### src/rtl/reg_bank_pkg.sv
// Shared write-operation encoding and next-value arithmetic for the register bank and the core's control decoder.
// Purely combinational helpers; no latency and no flow control.
package reg_bank_pkg;

    typedef enum logic [1:0] {
        LOAD = 2'd0,
        SUB  = 2'd1,
        CLR  = 2'd2,
        HOLD = 2'd3
    } wmode_e;

    // Widest supported data word; callers truncate the result to their own WIDTH.
    localparam int NV_MAX_W = 64;

    function automatic logic [NV_MAX_W-1:0] next_value(
        input logic [NV_MAX_W-1:0] old_v,
        input logic [NV_MAX_W-1:0] wdata,
        input wmode_e              mode
    );
        logic [NV_MAX_W-1:0] res;
        case (mode)
            LOAD:    res = wdata;
            SUB:     res = old_v - wdata;
            CLR:     res = '0;
            default: res = old_v;
        endcase
        return res;
    endfunction

endpackage

### src/rtl/reg_bank_rdport.sv
// One registered read port: range check, entry-0 masking, write-first forwarding.
// Latency 1 cycle; no backpressure, a new address is accepted every cycle.
module reg_bank_rdport #(
    parameter int WIDTH    = 8,
    parameter int DEPTH    = 8,
    parameter int ZERO_REG = 0
) (
    input  logic                     clk,
    input  logic                     rst,
    input  logic [DEPTH*WIDTH-1:0]   mem_flat,
    input  logic [$clog2(DEPTH)-1:0] raddr,
    input  logic                     wr_eff,
    input  logic [$clog2(DEPTH)-1:0] waddr,
    input  logic [WIDTH-1:0]         nv,
    output logic signed [WIDTH-1:0]  rdata
);

    localparam int AW = $clog2(DEPTH);
    localparam logic [AW:0] DEPTH_C = (AW+1)'(DEPTH);

    logic [WIDTH-1:0] rdata_d;
    logic [WIDTH-1:0] rdata_q;
    logic             in_range;
    logic             masked;

    always_comb begin
        rdata_d  = '0;
        in_range = ({1'b0, raddr} < DEPTH_C);
        masked   = (ZERO_REG != 0) && (raddr == '0);
        if (in_range && !masked) begin
            // A write landing on this entry at the same edge wins over the stored value.
            if (wr_eff && (waddr == raddr)) begin
                rdata_d = nv;
            end else begin
                rdata_d = mem_flat[int'(raddr)*WIDTH +: WIDTH];
            end
        end
    end

    always_ff @(posedge clk or posedge rst) begin
        if (rst) begin
            rdata_q <= '0;
        end else begin
            rdata_q <= rdata_d;
        end
    end

    assign rdata = rdata_q;

endmodule

### src/rtl/reg_bank.sv
// Bank of signed registers with one LOAD/SUB/CLR/HOLD write port, two read ports and SUB result flags.
// Latency 1 cycle for writes, reads and flags; no backpressure, one operation per cycle.
module reg_bank
    import reg_bank_pkg::*;
#(
    parameter int WIDTH    = 8,
    parameter int DEPTH    = 8,
    parameter int ZERO_REG = 0
) (
    input  logic                     clk,
    input  logic                     rst,
    input  logic                     we,
    input  logic [1:0]               wmode,
    input  logic [$clog2(DEPTH)-1:0] waddr,
    input  logic signed [WIDTH-1:0]  wdata,
    input  logic [$clog2(DEPTH)-1:0] raddr_a,
    input  logic [$clog2(DEPTH)-1:0] raddr_b,
    output logic signed [WIDTH-1:0]  rdata_a,
    output logic signed [WIDTH-1:0]  rdata_b,
    output logic                     neg,
    output logic                     zero
);

    localparam int AW = $clog2(DEPTH);
    localparam logic [AW:0] DEPTH_C = (AW+1)'(DEPTH);

    logic [WIDTH-1:0]       mem_q [DEPTH];
    logic [WIDTH-1:0]       mem_d [DEPTH];
    logic [DEPTH*WIDTH-1:0] mem_flat;
    logic                   neg_d, neg_q;
    logic                   zero_d, zero_q;
    logic                   addr_ok;
    logic                   wr_eff;
    logic [WIDTH-1:0]       old_v;
    logic [WIDTH-1:0]       nv;

    always_comb begin
        addr_ok = ({1'b0, waddr} < DEPTH_C);
        // Out-of-range targets behave as an entry holding 0 so SUB still produces flags.
        old_v   = '0;
        if (addr_ok) begin
            old_v = mem_q[waddr];
        end
        nv      = WIDTH'(next_value(NV_MAX_W'(old_v), NV_MAX_W'(wdata), wmode_e'(wmode)));
        wr_eff  = we && addr_ok && !((ZERO_REG != 0) && (waddr == '0));

        mem_d = mem_q;
        if (wr_eff) begin
            mem_d[waddr] = nv;
        end

        neg_d  = neg_q;
        zero_d = zero_q;
        if (we && (wmode == SUB)) begin
            neg_d  = nv[WIDTH-1];
            zero_d = (nv == '0);
        end
    end

    always_ff @(posedge clk or posedge rst) begin
        if (rst) begin
            for (int i = 0; i < DEPTH; i++) begin
                mem_q[i] <= '0;
            end
            neg_q  <= 1'b0;
            zero_q <= 1'b0;
        end else begin
            mem_q  <= mem_d;
            neg_q  <= neg_d;
            zero_q <= zero_d;
        end
    end

    for (genvar g = 0; g < DEPTH; g++) begin : g_flat
        assign mem_flat[g*WIDTH +: WIDTH] = mem_q[g];
    end

    reg_bank_rdport #(
        .WIDTH    (WIDTH),
        .DEPTH    (DEPTH),
        .ZERO_REG (ZERO_REG)
    ) u_rdport_a (
        .clk      (clk),
        .rst      (rst),
        .mem_flat (mem_flat),
        .raddr    (raddr_a),
        .wr_eff   (wr_eff),
        .waddr    (waddr),
        .nv       (nv),
        .rdata    (rdata_a)
    );

    reg_bank_rdport #(
        .WIDTH    (WIDTH),
        .DEPTH    (DEPTH),
        .ZERO_REG (ZERO_REG)
    ) u_rdport_b (
        .clk      (clk),
        .rst      (rst),
        .mem_flat (mem_flat),
        .raddr    (raddr_b),
        .wr_eff   (wr_eff),
        .waddr    (waddr),
        .nv       (nv),
        .rdata    (rdata_b)
    );

    assign neg  = neg_q;
    assign zero = zero_q;

endmodule

### config.mk
export PLATFORM = sky130hd
export DESIGN_NAME = reg_bank
export DESIGN_NICKNAME = d
export VERILOG_FILES = /design/src/rtl/reg_bank_pkg.sv /design/src/rtl/reg_bank_rdport.sv /design/src/rtl/reg_bank.sv
export SDC_FILE = /design/constraint.sdc
export NUM_CORES = 1
export LEC_CHECK = 0
export CAP_MARGIN = 20
export CORE_MARGIN = 10
export CORE_UTILIZATION = 53
export CTS_CLUSTER_DIAMETER = 80
export DETAILED_ROUTE_END_ITERATION = 12
export GPL_TIMING_DRIVEN = 0
export PLACE_DENSITY = 0.76
export SKIP_LAST_GASP = 1
export SLEW_MARGIN = 20
export SYNTH_ARGS = -nofsm -noshare
export SYNTH_HDL_FRONTEND = slang
export SYNTH_SLANG_ARGS = --single-unit
### constraint.sdc
create_clock -name clk -period 3 [get_ports clk]
set_input_delay 0.3 -clock clk [delete_from_list [all_inputs] [get_ports clk]]
set_output_delay 0.3 -clock clk [all_outputs]
set_load 0.02 [all_outputs]
==> results.json <==
{
  "endpoint_kind": "register",
  "slew_violations": 0,
  "p_leak_nw": 2.51,
  "cts_sinks": 82,
  "required_ns": 3.22,
  "clock_latency_ns": 0.36,
  "vdd_ir_drop_max_uv": 387,
  "worstSetupPathType": "register to register",
  "worst_slack_ns": -0.0442,
  "diodes": 0,
  "syn-num-nets": 487,
  "syn_inst": 456,
  "htree_levels": 3,
  "period_share_pct": 101,
  "timing.hold.ws_ns": 0.332,
  "drt_iter0_drc": 516,
  "synthArstFlopShare_pct": 100,
  "finalClockSkew_ns": 0.0118,
  "p_per_area_nw_per_um2": 707,
  "syn_area_um2": 5070,
  "clockBufferDepth": 2,
  "hold_class": "primary input to async pin",
  "die_x_um": 118,
  "cts_tree": "done",
  "grt_pass1_wl_um": 22900,
  "place_congestion": 0.902,
  "rows": 35,
  "violations": "negative setup slack",
  "io_buffers": 30,
  "setup_viol": 10,
  "synth-main-ff-cell": "dfrtp_1",
  "final_nets": 552,
  "overflow": 0,
  "cts_buffers": 9,
  "grt_pass1_vias": 4265,
  "status": "complete, but fails checks",
  "wl_met3_um": 1360,
  "ant_nets": 0,
  "final_common_cell": "dfrtp_1",
  "top_layer_used": "met4",
  "ys_seq_elements": 82,
  "ctsHoldBuffers": 0,
  "dr_total_vias": 4262,
  "clk_root_buffer_cell": "clkbuf_8",
  "worstPathMaxFanout": 5,
  "max_cap_violations": 0,
  "fin_util_pct": 66.2,
  "coreArea_um2": 9280,
  "synth_edf_count": 0,
  "antenna_found_initial": 0,
  "synthDistinctLibCells": 48,
  "path_clk_slew_ns": 0.08,
  "ys_warn_count": 0,
  "final_cell_mix": "dfrtp_1 (82), nand2_1 (56), mux4_2 (46)",
  "min_period_ns": 3.04,
  "start_util_pct": 54.6,
  "drt-met1-wl_um": 5670,
  "totalWireLength_um": 14900,
  "dr_wl_met2_um": 7240,
  "drc_errors": 0,
  "ys_seq_area_share_pct": 40.5,
  "wl_per_cell_um": 22.8,
  "fp.dieH_um": 118,
  "grt_max_degree": 45,
  "fmax_ghz": 0.328,
  "cp.arrival_ns": 3.26,
  "area_growth_pct": 21.2,
  "hold_viol": 0,
  "slew_headroom_pct": 44.8,
  "worstMarginPinSlew_ns": 0.827,
  "ios": 40,
  "grt.total_usage_pct": 20.8,
  "firstDrtPassIters": 7,
  "regToRegSetupSlack_ns": -0.04,
  "critPathLaunchType": "register",
  "via_per_inst": 6.53,
  "hpwl_um": 10000,
  "rsz0062_at_grt": "true",
  "drive_gt1_share_pct": 33.4,
  "syn_area_per_cell_um2": 11.1,
  "die-area_um2": 13900
}
sequential cells by signal (all words and copies together), names as in the netlist:
signal and flops:
mem_flat 64, neg 1, u_rdport_a.rdata 8, u_rdport_b.rdata 8
zero 1
layer usage:
layer  global-route usage (%)  vias up
li1                         -     1802
met1                     26.4     2132
met2                     33.1      269
met3                     4.94       59
met4                     8.58        0
met5                        0        -
final timing paths:
kind | cells after the start | start | end
worst max register to register | 14 | mem_flat[8] | mem_flat[6]
worst min-delay path | 2 | rst | u_rdport_b.rdata[6]
worst min register to register | 1 | zero | zero
worst max-delay path | 14 | mem_flat[8] | mem_flat[6]
min in group clk | 3 | we | neg
max in group asynchronous | 3 | rst | mem_flat[33]
synth_stat cells (2+ instances only):
| cell type | count | share of area [%] |
|---|---|---|
| a211oi_1 | 3 | 0.44 |
| a21oi_1 | 33 | 3.3 |
| a21oi_2 | 6 | 1.0 |
| and2_1 | 3 | 0.37 |
| and3_1 | 2 | 0.25 |
| buf_1 | 2 | 0.15 |
| buf_2 | 12 | 1.2 |
| buf_4 | 2 | 0.30 |
| buf_6 | 2 | 0.44 |
| clkbuf_1 | 18 | 1.3 |
| dfrtp_1 | 82 | 40 |
| ha_1 | 8 | 2.0 |
| inv_1 | 10 | 0.74 |
| mux2_2 | 23 | 5.1 |
| mux2i_1 | 5 | 0.99 |
| mux4_2 | 46 | 20 |
| nand2_1 | 57 | 4.2 |
| nand2b_1 | 4 | 0.49 |
| nand3b_1 | 3 | 0.44 |
| nand4_1 | 3 | 0.37 |
| nand4b_1 | 3 | 0.52 |
| nor2_1 | 42 | 3.1 |
| nor3_1 | 3 | 0.30 |
| nor3_2 | 2 | 0.39 |
| nor3b_1 | 2 | 0.30 |
| nor3b_2 | 2 | 0.49 |
| o21ai_0 | 40 | 3.9 |
| o21ai_1 | 6 | 0.59 |
| o21ai_2 | 6 | 1.0 |
| xnor2_1 | 8 | 1.4 |
repair_timing:
action	CTS	global route
gates cloned	2	1
setup endpoints to repair	73	31
gates resized for setup	22	44
hold endpoints to repair	0	0
pin swaps	11	15
buffers inserted	6	13
worst max-delay path: stages (launching register included):
cell and delay [ns]:
dfrtp_1 0.42, mux4_2 0.51, nor2_4 0.12, or3_4 0.14, ha_4 0.12, inv_2 0.03
fa_2 0.36, a211oi_4 0.26, nor3_2 0.09, o22ai_2 0.17, xnor2_2 0.09, a221oi_2 0.23
buf_4 0.17, buf_6 0.13, a21oi_2 0.06
report_power, final:
part / internal [mW] / switching (mW)
combinational: 1.04 / 0.919
clock: 0.312 / 0.393
sequential: 1.42 / 0.261
through the flow:
step | setup slack, ns | cells | area, um^2 | setup TNS [ns] | total power [mW]
2_1_floorplan | 0.0248 | 456 | 5110 | 0 | 2.83
3_3_place_gp | -1.08 | 615 | 5570 | -110.71 | 3.26
3_5_place_dp | -1.16 | 616 | 5590 | -62.86 | 3.35
4_1_cts | -0.0226 | 638 | 5870 | -0.0777 | 4.12
5_1_grt | -0.154 | 653 | 6150 | -2.40 | 4.58
6_report | -0.0442 | 653 | 6150 | -0.295 | 4.35
cells by family after synthesis:
group                    after synthesis  synth area share [%]
adder cells (fa/ha/maj)                9                  2.37
multiplexers                          76                  27.5
XOR/XNOR                               9                  1.55
flip-flops                            82                  40.5
buffers and inverters                 47                  4.44
AO/OA/AOI/OAI                        101                  11.6
AND/OR/NAND/NOR                      132                  12.1
area by class of cell:
cell class                 instances  area [um^2]
sequential                        82         2050
clock buffer                      11          141
clock inverter                     3         17.5
tap                              129          161
fill                             707         3140
buffer                            37          223
multi-input combinational        327         3010
inverter                          10         40.0
timing repair buffer              54          500
No activity file was read; power rests on OpenSTA's default activity.
